### config.mk
export PLATFORM = sky130hd
export DESIGN_NAME = sha256_msg_padder
export DESIGN_NICKNAME = d
export VERILOG_FILES = /design/src/rtl/sha256_pkg.sv /design/src/rtl/sha256_msg_padder.sv
export SDC_FILE = /design/constraint.sdc
export NUM_CORES = 1
export LEC_CHECK = 0
export CAP_MARGIN = 10
export CORE_AREA = 3 3 254 256
export DETAILED_ROUTE_END_ITERATION = 10
export DIE_AREA = 0 0 257 259
export GPL_ROUTABILITY_DRIVEN = 0
export PLACE_DENSITY = 0.56
export REMOVE_ABC_BUFFERS = 1
export SETUP_SLACK_MARGIN = 0.1
export SLEW_MARGIN = 20
export SYNTH_ARGS = -nofsm -noshare
export SYNTH_HDL_FRONTEND = slang
export SYNTH_SLANG_ARGS = --single-unit
### constraint.sdc
create_clock -name clk -period 19.7 [get_ports clk]
set_input_delay 2.955 -clock clk [delete_from_list [all_inputs] [get_ports clk]]
set_output_delay 2.955 -clock clk [all_outputs]
set_load 0.1 [all_outputs]
### src/rtl/sha256_pkg.sv
// ---------------------------------------------------------------------------
// sha256_pkg
//   Definitions shared by the SHA-256 message padder and sha_256_accelerator:
//   block/length geometry, the padder state encoding, the FIPS 180-4 initial
//   hash words H0..H7, the round-constant table K[0..63], and pad_mask(),
//   which selects the bytes the padder zeroes behind the 0x80 marker.
// ---------------------------------------------------------------------------
package sha256_pkg;

    localparam int BLOCK_W     = 512;
    localparam int LEN_FIELD_W = 64;
    localparam int BLOCK_BYTES = BLOCK_W / 8;                       // 64
    localparam int LEN_BYTES   = LEN_FIELD_W / 8;                   // 8
    localparam int LEN_BYTE0   = BLOCK_BYTES - LEN_BYTES;           // 56

    // Padder control states.
    typedef enum logic [1:0] {
        ST_FILL = 2'd0,
        ST_PAD  = 2'd1,
        ST_LEN  = 2'd2,
        ST_EMIT = 2'd3
    } pad_state_e;

    // Initial hash value H(0).
    localparam logic [31:0] H0 = 32'h6a09e667;
    localparam logic [31:0] H1 = 32'hbb67ae85;
    localparam logic [31:0] H2 = 32'h3c6ef372;
    localparam logic [31:0] H3 = 32'ha54ff53a;
    localparam logic [31:0] H4 = 32'h510e527f;
    localparam logic [31:0] H5 = 32'h9b05688c;
    localparam logic [31:0] H6 = 32'h1f83d9ab;
    localparam logic [31:0] H7 = 32'h5be0cd19;

    // Round constants.
    localparam logic [31:0] K [0:63] = '{
        32'h428a2f98, 32'h71374491, 32'hb5c0fbcf, 32'he9b5dba5,
        32'h3956c25b, 32'h59f111f1, 32'h923f82a4, 32'hab1c5ed5,
        32'hd807aa98, 32'h12835b01, 32'h243185be, 32'h550c7dc3,
        32'h72be5d74, 32'h80deb1fe, 32'h9bdc06a7, 32'hc19bf174,
        32'he49b69c1, 32'hefbe4786, 32'h0fc19dc6, 32'h240ca1cc,
        32'h2de92c6f, 32'h4a7484aa, 32'h5cb0a9dc, 32'h76f988da,
        32'h983e5152, 32'ha831c66d, 32'hb00327c8, 32'hbf597fc7,
        32'hc6e00bf3, 32'hd5a79147, 32'h06ca6351, 32'h14292967,
        32'h27b70a85, 32'h2e1b2138, 32'h4d2c6dfc, 32'h53380d13,
        32'h650a7354, 32'h766a0abb, 32'h81c2c92e, 32'h92722c85,
        32'ha2bfe8a1, 32'ha81a664b, 32'hc24b8b70, 32'hc76c51a3,
        32'hd192e819, 32'hd6990624, 32'hf40e3585, 32'h106aa070,
        32'h19a4c116, 32'h1e376c08, 32'h2748774c, 32'h34b0bcb5,
        32'h391c0cb3, 32'h4ed8aa4a, 32'h5b9cca4f, 32'h682e6ff3,
        32'h748f82ee, 32'h78a5636f, 32'h84c87814, 32'h8cc70208,
        32'h90befffa, 32'ha4506ceb, 32'hbef9a3f7, 32'hc67178f2
    };

    // Byte-enable of the bytes that must be cleared behind the 0x80 marker
    // written at byte idx: bit b is set for every byte b > idx.
    function automatic logic [BLOCK_BYTES-1:0] pad_mask(input logic [6:0] idx);
        logic [BLOCK_BYTES-1:0] m;
        m = '0;
        for (int b = 0; b < BLOCK_BYTES; b++) begin
            m[b] = (32'(b) > 32'(idx));
        end
        return m;
    endfunction

endpackage

### src/rtl/sha256_msg_padder.sv
// ---------------------------------------------------------------------------
// sha256_msg_padder
//   Packs a byte-stream message into 512-bit chunks and applies SHA-256
//   padding (message, 0x80, zero fill, 64-bit big-endian bit length).
//
// Ports
//   clk, rst             clock, asynchronous active-high reset
//   in_valid/in_ready    input byte handshake
//   in_data              message byte
//   in_keep              beat carries a byte (0 only legal with in_last, or
//                        as a no-op bubble)
//   in_last              beat ends the message
//   out_valid/out_ready  chunk handshake
//   out_block            chunk; byte 0 at [511:504]
//   out_first/out_last   chunk is first / final chunk of its message
// ---------------------------------------------------------------------------
module sha256_msg_padder
    import sha256_pkg::*;
#(
    parameter int LEN_W = 64
) (
    input  logic               clk,
    input  logic               rst,
    input  logic               in_valid,
    output logic               in_ready,
    input  logic [7:0]         in_data,
    input  logic               in_keep,
    input  logic               in_last,
    output logic               out_valid,
    input  logic               out_ready,
    output logic [BLOCK_W-1:0] out_block,
    output logic               out_first,
    output logic               out_last
);

    // Byte 0 of the chunk is element 0, which is the most significant byte of
    // the packed vector, so the buffer maps straight onto out_block.
    typedef logic [0:BLOCK_BYTES-1][7:0] chunk_buf_t;

    pad_state_e state_q, state_d;
    pad_state_e next_st_q, next_st_d;

    chunk_buf_t             buf_q, buf_d;
    logic [6:0]             idx_q, idx_d;
    logic [LEN_W-1:0]       len_q, len_d;
    logic                   first_q, first_d;
    logic                   out_first_q, out_first_d;
    logic                   out_last_q, out_last_d;

    logic                   accept;
    logic                   wr_byte;
    logic                   chunk_full;
    logic                   len_fits;
    logic [LEN_FIELD_W-1:0] len_be;
    logic [BLOCK_BYTES-1:0] pmask;

    assign accept     = in_valid && (state_q == ST_FILL);
    assign wr_byte    = accept && in_keep;
    assign chunk_full = wr_byte && (idx_q == 7'(BLOCK_BYTES - 1));
    // Room for the length field behind the 0x80 marker in the same chunk.
    assign len_fits   = (idx_q <= 7'(LEN_BYTE0 - 1));
    assign len_be     = LEN_FIELD_W'(len_q);

    // -----------------------------------------------------------------------
    // State register
    // -----------------------------------------------------------------------
    always_ff @(posedge clk or posedge rst) begin
        if (rst) begin
            state_q   <= ST_FILL;
            next_st_q <= ST_FILL;
        end else begin
            state_q   <= state_d;
            next_st_q <= next_st_d;
        end
    end

    // -----------------------------------------------------------------------
    // Next-state logic
    // -----------------------------------------------------------------------
    always_comb begin
        state_d   = state_q;
        next_st_d = next_st_q;
        unique case (state_q)
            ST_FILL: begin
                if (chunk_full) begin
                    // A message ending exactly on a chunk boundary still
                    // owes a padding chunk.
                    state_d   = ST_EMIT;
                    next_st_d = in_last ? ST_PAD : ST_FILL;
                end else if (accept && in_last) begin
                    state_d   = ST_PAD;
                end
            end
            ST_PAD: begin
                state_d   = ST_EMIT;
                next_st_d = len_fits ? ST_FILL : ST_LEN;
            end
            ST_LEN: begin
                state_d   = ST_EMIT;
                next_st_d = ST_FILL;
            end
            ST_EMIT: begin
                if (out_ready) state_d = next_st_q;
            end
            default: state_d = ST_FILL;
        endcase
    end

    // -----------------------------------------------------------------------
    // Datapath next-state
    // -----------------------------------------------------------------------
    always_comb begin
        buf_d       = buf_q;
        idx_d       = idx_q;
        len_d       = len_q;
        first_d     = first_q;
        out_first_d = out_first_q;
        out_last_d  = out_last_q;
        pmask       = '0;

        unique case (state_q)
            ST_FILL: begin
                if (wr_byte) begin
                    buf_d[idx_q[5:0]] = in_data;
                    idx_d             = idx_q + 7'd1;
                    len_d             = len_q + LEN_W'(8);
                end
                if (chunk_full) begin
                    out_first_d = first_q;
                    out_last_d  = 1'b0;
                end
            end
            ST_PAD: begin
                pmask = pad_mask(idx_q);
                for (int b = 0; b < BLOCK_BYTES; b++) begin
                    if (pmask[b]) buf_d[6'(b)] = 8'h00;
                end
                buf_d[idx_q[5:0]] = 8'h80;
                if (len_fits) begin
                    for (int k = 0; k < LEN_BYTES; k++) begin
                        buf_d[6'(LEN_BYTE0 + k)] = len_be[LEN_FIELD_W - 8 - 8*k +: 8];
                    end
                end
                out_first_d = first_q;
                out_last_d  = len_fits;
            end
            ST_LEN: begin
                for (int b = 0; b < LEN_BYTE0; b++) begin
                    buf_d[6'(b)] = 8'h00;
                end
                for (int k = 0; k < LEN_BYTES; k++) begin
                    buf_d[6'(LEN_BYTE0 + k)] = len_be[LEN_FIELD_W - 8 - 8*k +: 8];
                end
                out_first_d = first_q;
                out_last_d  = 1'b1;
            end
            ST_EMIT: begin
                if (out_ready) begin
                    // The chunk after a final chunk opens a new message.
                    first_d = out_last_q;
                    idx_d   = '0;
                    if ((next_st_q == ST_FILL) && out_last_q) begin
                        len_d = '0;
                        buf_d = '0;
                    end
                end
            end
            default: ;
        endcase
    end

    always_ff @(posedge clk or posedge rst) begin
        if (rst) begin
            buf_q       <= '0;
            idx_q       <= '0;
            len_q       <= '0;
            first_q     <= 1'b1;
            out_first_q <= 1'b0;
            out_last_q  <= 1'b0;
        end else begin
            buf_q       <= buf_d;
            idx_q       <= idx_d;
            len_q       <= len_d;
            first_q     <= first_d;
            out_first_q <= out_first_d;
            out_last_q  <= out_last_d;
        end
    end

    // -----------------------------------------------------------------------
    // Outputs
    // -----------------------------------------------------------------------
    always_comb begin
        in_ready  = (state_q == ST_FILL);
        out_valid = (state_q == ST_EMIT);
        out_block = buf_q;
        out_first = out_first_q;
        out_last  = out_last_q;
    end

endmodule

# Word level (Yosys, flattened, before mapping)
# Index checks and enable logic that the tools add are counted.
[word_totals]
regBits = 526
inputBits = 14
[classes]
order_cmp = 34
eq_ne = 9
reduce_logical = 20
bitwise_logic = 4
muxes = 85
addsub = 1
[ops]
columns = ["op", "count"]
rows = [
  ["$mux W512", 3],
  ["$pmux W256 S4", 1],
  ["$pmux W256 S3", 1],
  ["$bwmux W512", 1],
  ["$mux W8", 63],
  ["$and A448 B448 Y448", 1],
  ["$not A448 Y448", 1],
  ["$gt A5 B7 Y1 const A", 16],
  ["$or A64 B64 Y64", 1],
  ["$gt A4 B7 Y1 const A", 8],
  ["$demux W8 S6", 1],
  ["$gt A3 B7 Y1 const A", 4],
  ["$gt A2 B7 Y1 const A", 2],
  ["$mux W7", 2],
  ["$pmux W7 S2", 1],
  ["$pmux W2 S3", 2],
  ["$mux W2", 5],
  ["$ne A2 B1 Y1 const B", 4],
  ["$reduce_and A2 Y1", 4],
  ["$add A7 B1 Y7 const B", 1],
  ["$eq A7 B6 Y1 const B", 1],
  ["$ge A7 B7 Y1 const B", 1],
  ["$gt A1 B7 Y1 const A", 1],
  ["$le A7 B6 Y1 const B", 1],
  ["15 further kinds", 27],
]

# Longest topological paths before layout
# Gate-level depths: netlist of the first run.
[logic_depth]
depth_word = 8
depth_mapped = 10
mapped_depth_nobuf = 7

# Worst setup path before layout of the first run
# Ideal clock, no wire load.
[synth_timing]
kind = "input to register"
from = "input port out_ready"
to = "register (tool-made name)"
n_path_buf = 2
setup_ns = 0.142
stages = 7
t_arrival_ns = 4.226
slack_ns = 15.331
cell_sequence = "and4bb_2 > o21ai_1 > or4_1 > clkbuf_2 > buf_2 > nand2_1 > o22ai_1"
[synth_rtl]
columns = ["element", "line_no", "source"]
rows = [
  ["from (decl)", "sha256_msg_padder.sv:30", "input logic out_ready,"],
]

# Final worst setup path of the first run
[layout_timing]
from = "register state_q[0]"
to = "output port in_ready"
[layout_via]
elab_chain_len = 1
[layout_rtl]
columns = ["element", "line_no", "source"]
rows = [
  ["from (decl)", "sha256_msg_padder.sv:40", "pad_state_e state_q, state_d;"],
  ["from (signal assigned)", "sha256_msg_padder.sv:72", "state_q <= state_d;"],
  ["$logic_not A2 Y1", "sha256_msg_padder.sv:194", "in_ready = (state_q == ST_FILL);"],
  ["to (decl)", "sha256_msg_padder.sv:25", "output logic in_ready,"],
]
# Every way passes these cells.

==> results of run 1 <==
==> worst max-delay path: stages, from the launching register on <==
cell             delay (ps)
dfrtp_1                 400
inv_1                   130
ha_1                    320
clkdlybuf4s50_1        1250
==> power by group <==
group / internal, mW / switching, mW / total [mW]
combinational: 0.236 / 0.950 / 1.19
sequential: 1.11 / 0.0319 / 1.14
clock: 0.644 / 0.448 / 1.09
total: 1.98 / 1.43 / 3.41
==> final cells by class <==
type	instances	share of cell area (%)
flip-flops and latches	526	44.24
multi-input cells	1127	26.78
repair buffers	555	18.60
clock buffers	86	5.703
well taps	846	3.558
clock inverters	17	0.6897
inverters	30	0.4037
diodes	2	0.01682
==> kinds of logic (layout without fill, tap and decap cells) <==
kind of cell | count (synthesis) | after routing | synth area share, %
XOR/XNOR | 2 | 2 | 0.08032
flip-flops | 526 | 526 | 60.35
multiplexers | 4 | 4 | 0.2008
buffers and inverters | 165 | 688 | 3.304
AND/OR/NAND/NOR | 390 | 390 | 9.878
other | 0 | 2 | 0
adder cells (fa/ha/maj) | 9 | 9 | 0.5163
AO/OA/AOI/OAI | 722 | 722 | 25.67
==> per-stage QoR <==
stage | instances | util [%]
global placement | 3082 | 44.27
CTS | 3186 | 47.36
floorplan | 1683 | -
finish | 3189 | 47.43
detailed placement | 3083 | 44.33
global route | 3187 | 47.42
==> routing by layer <==
metal  GRT usage, %  wire length [um]
met5              0                12
met4          8.945              3409
met3          4.546              5589
met2          40.34             41140
met1          34.04             36260
==> worst min-delay path by stage <==
stage | startpoint | slack [ps] | end
CTS | flip-flop | 490 | flip-flop
global route | flip-flop | 500 | flip-flop
finish | flip-flop | 490 | flip-flop
global placement | flip-flop | 470 | flip-flop
floorplan | first_q | 460 | first_q
detailed placement | flip-flop | 470 | flip-flop
==> placed cells by master (no fill, tap or decap), drive strengths merged, types with 37 or more instances in the layout <==
cell / n
o21ai: 82
a21oi: 66
nor2: 80
and2: 37
nand2: 128
nor3: 42
o22ai: 61
clkdlybuf4s50: 529
a22o: 278
o2bb2ai: 111
dfrtp: 525
clkbuf: 86
==> key figures, run 1 <==
Status
  • Status: completed

Yosys
  • Area share of the leading cell type in the synthesized netlist: about three fifths
  • Yosys reg bits: 526
  • Syn Area/Cell: roughly 12 um^2
  • Synth area leaders: dfrtp_1, a22o_1, o2bb2ai_1, nand2_1, o22ai_1
  • Distinct cells, synth: just over 80
  • Yosys top cell by area: dfrtp_1
  • Ys Warns: 0
  • Most common cell in the netlist: dfrtp_1
  • Sequential share of the synthesized area: about three fifths
  • Cell Area, Synth: 21,810 um^2
  • Cells after synthesis: 1,818
  • Synth cell count leaders: dfrtp_1, a22o_1, nand2_1
  • Dominant synthesized flop cell: dfrtp_1
  • Number of synthesized flops with an enable pin: 0
  • Asr flop ratio synth: 100.0%

Timing
  • Final hold violations: 0
  • F_max: around 0.18 GHz
  • Hold WS: 485.5 ps
  • Setup WS post-layout: 14,050 ps
  • Setup-failing EPs final: 0
  • RSZ-0062 raised after global routing: false
  • Minimum clock period: 5652 ps
  • Skew final: 33.36 ps
  • Least-Margin Pin Slew: approximately 1100 ps
  • Total Neg Setup Slack: 0 ps
  • Final period util: around 29%
  • Slew Limit Headroom: between 20% and 30%
  • Final Max Tran Viols: 0

Finish
  • FF/Latch Area: 13,160 um^2
  • Area occupied by multi-input gates: roughly 8000 um^2
  • Synth-to-layout area growth: 36.40%
  • Layout net count: approximately 2,300
  • Layout cells sized above 1: around 7.6%
  • Fill count: between 5,000 and 6,000
  • Final std cell area, no fill: about 30,000 um^2

Worst setup path
  • Maximum fanout along the worst path: 7
  • Crit path launch: state_q[0]
  • Critical Path End: in_ready
  • Reg-to-reg startpoint: state_q[0]
  • Crit. End Element: output port
  • CP Launch Type: flip-flop
  • Arr. time, crit path: between 2000 and 3000 ps
  • R2R depth: 7
  • R2R setup slack: approximately 16,000 ps
  • Critical path class: reg2out
  • Worst EP required: about 17,000 ps

Detailed routing
  • Antenna Violating Nets Remaining: 0
  • Drt initial violations: about 1,500
  • Drt pass-1 iters: 5
  • Post-route DRC: 0
  • Vias/cell: 5.768
  • Vias: ~18,000
  • Final wirelength: roughly 86 mm
  • WL per Instance: between 20 and 30 um

Pwr
  • Max IR drop VDD: 0.1227 mV
  • Lkg Pwr: between 10 and 15 nW
  • Pwr dens: between 100 and 150 nW/um^2
  • Total power draw: between 3 and 4 mW

Hold path
  • Worst Hold Class: reg2reg
  • Worst hold stages: 2

CTS
  • CTS root buffer: clkbuf_16
  • Post-CTS setup buffers: 0
  • Clock Pin Slew Worst Setup and Hold Paths: roughly 60 ps
  • CTS Buffer Depth: 3
  • H-Tree Depth: 2
  • Post-CTS sizing: 0
  • Num CTS Buffers: 57
  • Worst-skew pair later-pin latency: 610 ps
  • CTS Sinks: between 500 and 600
  • Post-CTS Hold Buffers: 0
  • CTS tree: built

Place
  • DP Worst Slack: 13,480 ps
  • PortBufs: 529
  • Placed cell area: 27,810 um^2
  • DP HPWL: 59.46 mm

Global routing
  • Pin count of the biggest net entering global routing: approximately 130
  • Total gr overflow: 0
  • Gr usage total: approximately a quarter
  • First-pass GRT wire length: 127.1 mm
  • Initial antenna violation count: 2
  • Number of global-route vias before repair: 18,180

Die
  • Io pins: 530
  • Initial Utilization: a little over a third
  • Row count: between 90 and 100
  • Die ar.: approximately 67,000 um^2
  • Die Y: roughly 260 um
  • Core area: 62,740 um^2
  • DIE WIDTH: ~260 um

Job
  • Maxcap violations: 0
(Power assumes the default switching activity.)
==> run 2, diff against run 1 <==
Settings changed: PLACE_DENSITY 0.56 to 0.58.
Clock period 19.7 ns to 4.9 ns, I/O delays scaled along.
==> key figures, run 2 (same netlist as run 1, synthesis figures left out) <==
Worst setup path
  • Critical path class: reg2out
  • Slowest cell on the critical path: clkdlybuf4s50_1
  • CP peak stage delay: 1310 ps (+60 ps)
  • R2R depth: 8 (+1)
  • Crit path depth: 2 (-1)
  • Worst EP required: 4160 ps (-12,590 ps)
  • Crit. End Element: output port
  • Crit path cell chain: ha_2 -> clkdlybuf4s50_1
  • CP Launch Type: flip-flop
  • Arr. time, crit path: 2800 ps (+100 ps)
  • Critical path's top delay family: buffers and inverters
  • CP bufs+invs: 1 (-1)
  • Maximum fanout along the worst path: 18 (+11)

Finish
  • Synth-to-layout area growth: 37.35%
  • Commonest non-fill, non-tap cell in the layout: clkdlybuf4s50_1
  • Layout net count: 2,323 (+0.13%)
  • Most frequent cells in the layout: clkdlybuf4s50_1, dfrtp_1, a22o_1
  • Layout cells sized above 1: 8.177% (+0.53 points)
  • Number of diodes: 0 (-2)

Die
  • Core area: 62,740 um^2 (unchanged)
  • Initial Utilization: 34.77% (unchanged)
  • Row count: 92 (unchanged)
  • Die Y: 259 um (unchanged)
  • Io pins: 530 (unchanged)
  • Die ar.: 66,560 um^2 (unchanged)
  • DIE WIDTH: 257 um (unchanged)

Place
  • PortBufs: 529 (unchanged)
  • DP HPWL: 59.17 mm (-0.49%)

Detailed routing
  • Vias/cell: 5.690 (-1.4%)
  • Vias: 18,170 (-1.2%)
  • Antenna Violating Nets Remaining: 0 (unchanged)
  • Post-route DRC: 0 (unchanged)
  • WL per Instance: 26.53 um (-2.1%)
  • Drt initial violations: 1,663 (+10%)
  • Drt pass-1 iters: 5 (unchanged)
  • Final wirelength: 84.75 mm (-1.9%)

CTS
  • Clock Pin Slew Worst Setup and Hold Paths: 60 ps (about the same)
  • Post-CTS Hold Buffers: 0 (unchanged)
  • CTS Buffer Depth: 3 (unchanged)
  • H-Tree Depth: 2 (unchanged)
  • CTS root buffer: clkbuf_16
  • CTS tree: built
  • CTS Sinks: 526 (unchanged)
  • Num CTS Buffers: 58 (+1.8%)
  • Post-CTS sizing: 0 (unchanged)
  • Worst-skew pair later-pin latency: 630 ps (+20 ps)
  • Post-CTS setup buffers: 0 (unchanged)

Timing
  • Least-Margin Pin Slew: 1150 ps (+11.88 ps)
  • Slew Limit Headroom: 23.11% (-0.85 points)
  • F_max: around 0.28 GHz
  • Final Max Tran Viols: 0 (unchanged)
  • Setup-failing EPs final: 0 (unchanged)
  • Final period util: 72.18%
  • RSZ-0062 raised after global routing: false
  • Minimum clock period: about 3500 ps
  • Hold WS: 486.2 ps (+0.7370 ps)
  • Skew final: 28.79 ps (-4.576 ps)
  • Final hold violations: 0 (unchanged)
  • Total Neg Setup Slack: 0 ps (unchanged)

Global routing
  • Pin count of the biggest net entering global routing: 113 (-9.6%)
  • Initial antenna violation count: 1 (-1)
  • First-pass GRT wire length: 126.3 mm (-0.65%)
  • Gr usage total: 24.79% (-0.26 points)
  • Total gr overflow: 0 (unchanged)
  • Number of global-route vias before repair: 18,350 (+0.97%)

Pwr
  • Max IR drop VDD: 0.4183 mV (+240%)
  • Lkg Pwr: 12.83 nW (+0.85%)
  • Pwr dens: 467.5 nW/um^2 (+310%)

Job
  • Maxcap violations: 0 (unchanged)

Status
  • Status: completed

Hold path
  • Worst Hold Class: reg2reg
  • Worst hold stages: 1 (-1)
## run 2: routing by layer
| metal | share of wire, % | wire length, um | up-vias | GRT usage, % |
|---|---|---|---|---|
| met5 | 0.0083 | 7 | - | 0 |
| met4 | 4.3 | 3673 | 2 | 10.39 |
| met3 | 6.3 | 5371 | 174 | 4.634 |
| met2 | 47 | 40250 | 719 | 40.07 |
| met1 | 42 | 35450 | 9380 | 32.85 |
| li1 | - | - | 7898 | - |
## run 2: power breakdown
part	leakage (nW)	total, mW	switching [mW]	internal (mW)
Combinational	4.47	4.68	3.76	0.921
Clock	1.03	4.76	1.88	2.88
Sequential	7.34	4.56	0.122	4.44
Total	12.8	14.0	5.76	8.25
## run 2: area by class of cell
type	instances	area, um^2
Timing Repair Buffer	557	5568
Fill cell	5597	32780
Clock buffer	75	1635
Multi-Input combinational cell	1127	7955
Sequential cell	526	13160
Inverter	30	120.1
Tap cell	846	1059
Clock inverter	33	459.2
## run 2: path summary, 6_finish.rpt
path	slack (ps)	startpoint	to
max in group asynchronous	3160	rst	asynchronous set/reset pin
hold / removal	490	flip-flop	flip-flop
setup reg to reg	1450	state_q[0]	flip-flop
min in group asynchronous	690	rst	asynchronous set/reset pin
hold reg to reg	490	flip-flop	flip-flop
setup / recovery	1360	state_q[1]	out_valid
## run 2: through the flow
| stage | setup WS [ps] | util (%) | power (mW) | cells | instance area, um^2 |
|---|---|---|---|---|---|
| global placement | 1336 | 44.42 | 9.250 | 3086 | 27870 |
| floorplan | -10530 | - | 7.504 | 1683 | 21200 |
| detailed placement | 1204 | 44.42 | 9.300 | 3086 | 27870 |
| CTS | 1297 | 47.76 | 14.09 | 3194 | 29960 |
| global route | 1199 | 47.76 | 14.61 | 3194 | 29960 |
| finish | 1363 | 47.76 | 14.01 | 3194 | 29960 |
==> run 3, diff against run 2 <==
Settings changed: PLACE_DENSITY 0.58 to 0.56.
Clock period 4.9 ns to 3.7 ns, I/O delays scaled along.
==> key figures, run 3 (same netlist as run 1, synthesis figures left out) <==
Pwr
  • Pwr dens: 607.3 nW/um^2 (+30%)
  • Lkg Pwr: 12.86 nW (+0.17%)
  • Total power draw: 18.17 mW (+30%)
  • Max IR drop VDD: 0.4344 mV (+3.8%)

Global routing
  • Total gr overflow: 0 (unchanged)
  • Pin count of the biggest net entering global routing: 90 (-20%)
  • Gr usage total: 25.46% (+0.67 points)
  • Initial antenna violation count: 3 (+2)
  • Number of global-route vias before repair: 18,620 (+1.4%)
  • First-pass GRT wire length: 129.4 mm (+2.5%)

CTS
  • CTS root buffer: clkbuf_16
  • Post-CTS Hold Buffers: 0 (unchanged)
  • Post-CTS sizing: 0 (unchanged)
  • Clock Pin Slew Worst Setup and Hold Paths: 60 ps (about the same)
  • Post-CTS setup buffers: 0 (unchanged)
  • CTS Sinks: 526 (unchanged)
  • CTS tree: built
  • CTS Buffer Depth: 3 (unchanged)
  • H-Tree Depth: 2 (unchanged)
  • Worst-skew pair later-pin latency: 620 ps (about the same)
  • Num CTS Buffers: 57 (-1.7%)

Die
  • Io pins: 530 (unchanged)
  • Initial Utilization: 34.77% (unchanged)
  • DIE WIDTH: 257 um (unchanged)
  • Die ar.: 66,560 um^2 (unchanged)
  • Core area: 62,740 um^2 (unchanged)
  • Row count: 92 (unchanged)
  • Die Y: 259 um (unchanged)

Timing
  • Least-Margin Pin Slew: 1117 ps (-33.16 ps)
  • Hold WS: 416.1 ps (-70.16 ps)
  • Minimum clock period: around 3000 ps
  • Skew final: 21.18 ps (-7.604 ps)
  • Setup WS post-layout: 636.4 ps (-726.8 ps)
  • Setup-failing EPs final: 0 (unchanged)
  • RSZ-0062 raised after global routing: false
  • Final Max Tran Viols: 0 (unchanged)
  • Final period util: around 83%
  • Slew Limit Headroom: 25.33% (+2.2 points)
  • F_max: 0.3264 GHz
  • Final hold violations: 0 (unchanged)

Worst setup path
  • R2R depth: 6 (-2)
  • Maximum fanout along the worst path: 26 (+8)
  • Crit path cell chain: buf_4 -> nand3b_1 -> a21oi_1 -> nand2_1 -> a21oi_1 -> o22ai_1
  • Crit. End Element: flip-flop
  • Critical path class: reg2reg
  • CP bufs+invs: 1 (unchanged)
  • CP peak stage delay: 930 ps (-380 ps)
  • Slowest cell on the critical path: dfrtp_1
  • CP Launch Type: flip-flop
  • Arr. time, crit path: 3510 ps (+710 ps)
  • Most used cell, CP: a21oi_1
  • Critical path's top delay family: flip-flops
  • Worst EP required: 4150 ps (about the same)
  • Crit path depth: 6 (+4)

Place
  • DP HPWL: 60.91 mm (+2.9%)
  • Placed cell area: 28,060 um^2 (+0.71%)
  • PortBufs: 529 (unchanged)
  • DP Worst Slack: 551.2 ps (-652.7 ps)

Detailed routing
  • Drt initial violations: 1,586 (-4.6%)
  • Antenna Violating Nets Remaining: 0 (unchanged)
  • Post-route DRC: 0 (unchanged)
  • Final wirelength: 87.51 mm (+3.3%)
  • WL per Instance: 27.22 um (+2.6%)
  • Vias: 18,510 (+1.9%)
  • Vias/cell: 5.758 (+1.2%)
  • Drt pass-1 iters: 5 (unchanged)

Finish
  • Layout net count: 2,347 (+1.0%)
  • Layout cells sized above 1: 8.868% (+0.69 points)
  • Synth-to-layout area growth: 37.17%
  • Most frequent cells in the layout: dfrtp_1, clkdlybuf4s50_1, a22o_1
  • Final std cell area, no fill: 29,920 um^2 (-0.13%)

Job
  • Maxcap violations: 0 (unchanged)

Hold path
  • Worst Hold Class: in2async

Status
  • Status: completed
## run 3: layout make-up
cell class                 instances  area (um^2)
fill                            5621        32820
sequential                       526        13160
multi-input combinational       1127         7963
timing repair buffer             582         5758
clock buffer                      78         1585
tap                              846         1059
clock inverter                    25        269.0
inverter                          30        120.1
antenna                            1        2.502
## run 3: through the flow
stage,cells,setup TNS [ps],utilization (%)
6_report,3215,0,47.69
5_1_grt,3214,0,47.69
4_1_cts,3214,0,47.69
3_5_place_dp,3111,0,44.73
3_3_place_gp,3111,0,44.72
2_1_floorplan,1683,-6209180,-
## run 3: power breakdown
part           total [mW]  leakage [nW]  switching [mW]  internal (mW)
Clock                5.73         0.918            2.45           3.28
Combinational        6.45          4.60            5.13           1.31
Sequential           6.00          7.34           0.113           5.88
Total                18.2          12.9            7.69           10.5
## run 3: metal layers
layer  up-vias  GRT usage (%)  wire [um]
met5         -              0         23
met1      9618          33.80      36570
met3       159          4.741       5592
met4         4          8.850       3420
li1       7949              -          -
met2       782          41.95      41910
## run 3: worst paths after layout
kind | to | slack (ps) | from
max | flip-flop | 640 | idx_q[3]
min | asynchronous set/reset pin | 420 | rst
max reg2reg | flip-flop | 640 | idx_q[3]
min reg2reg | flip-flop | 480 | flip-flop
max in group asynchronous | asynchronous set/reset pin | 2380 | rst
min in group clk | flip-flop | 480 | flip-flop
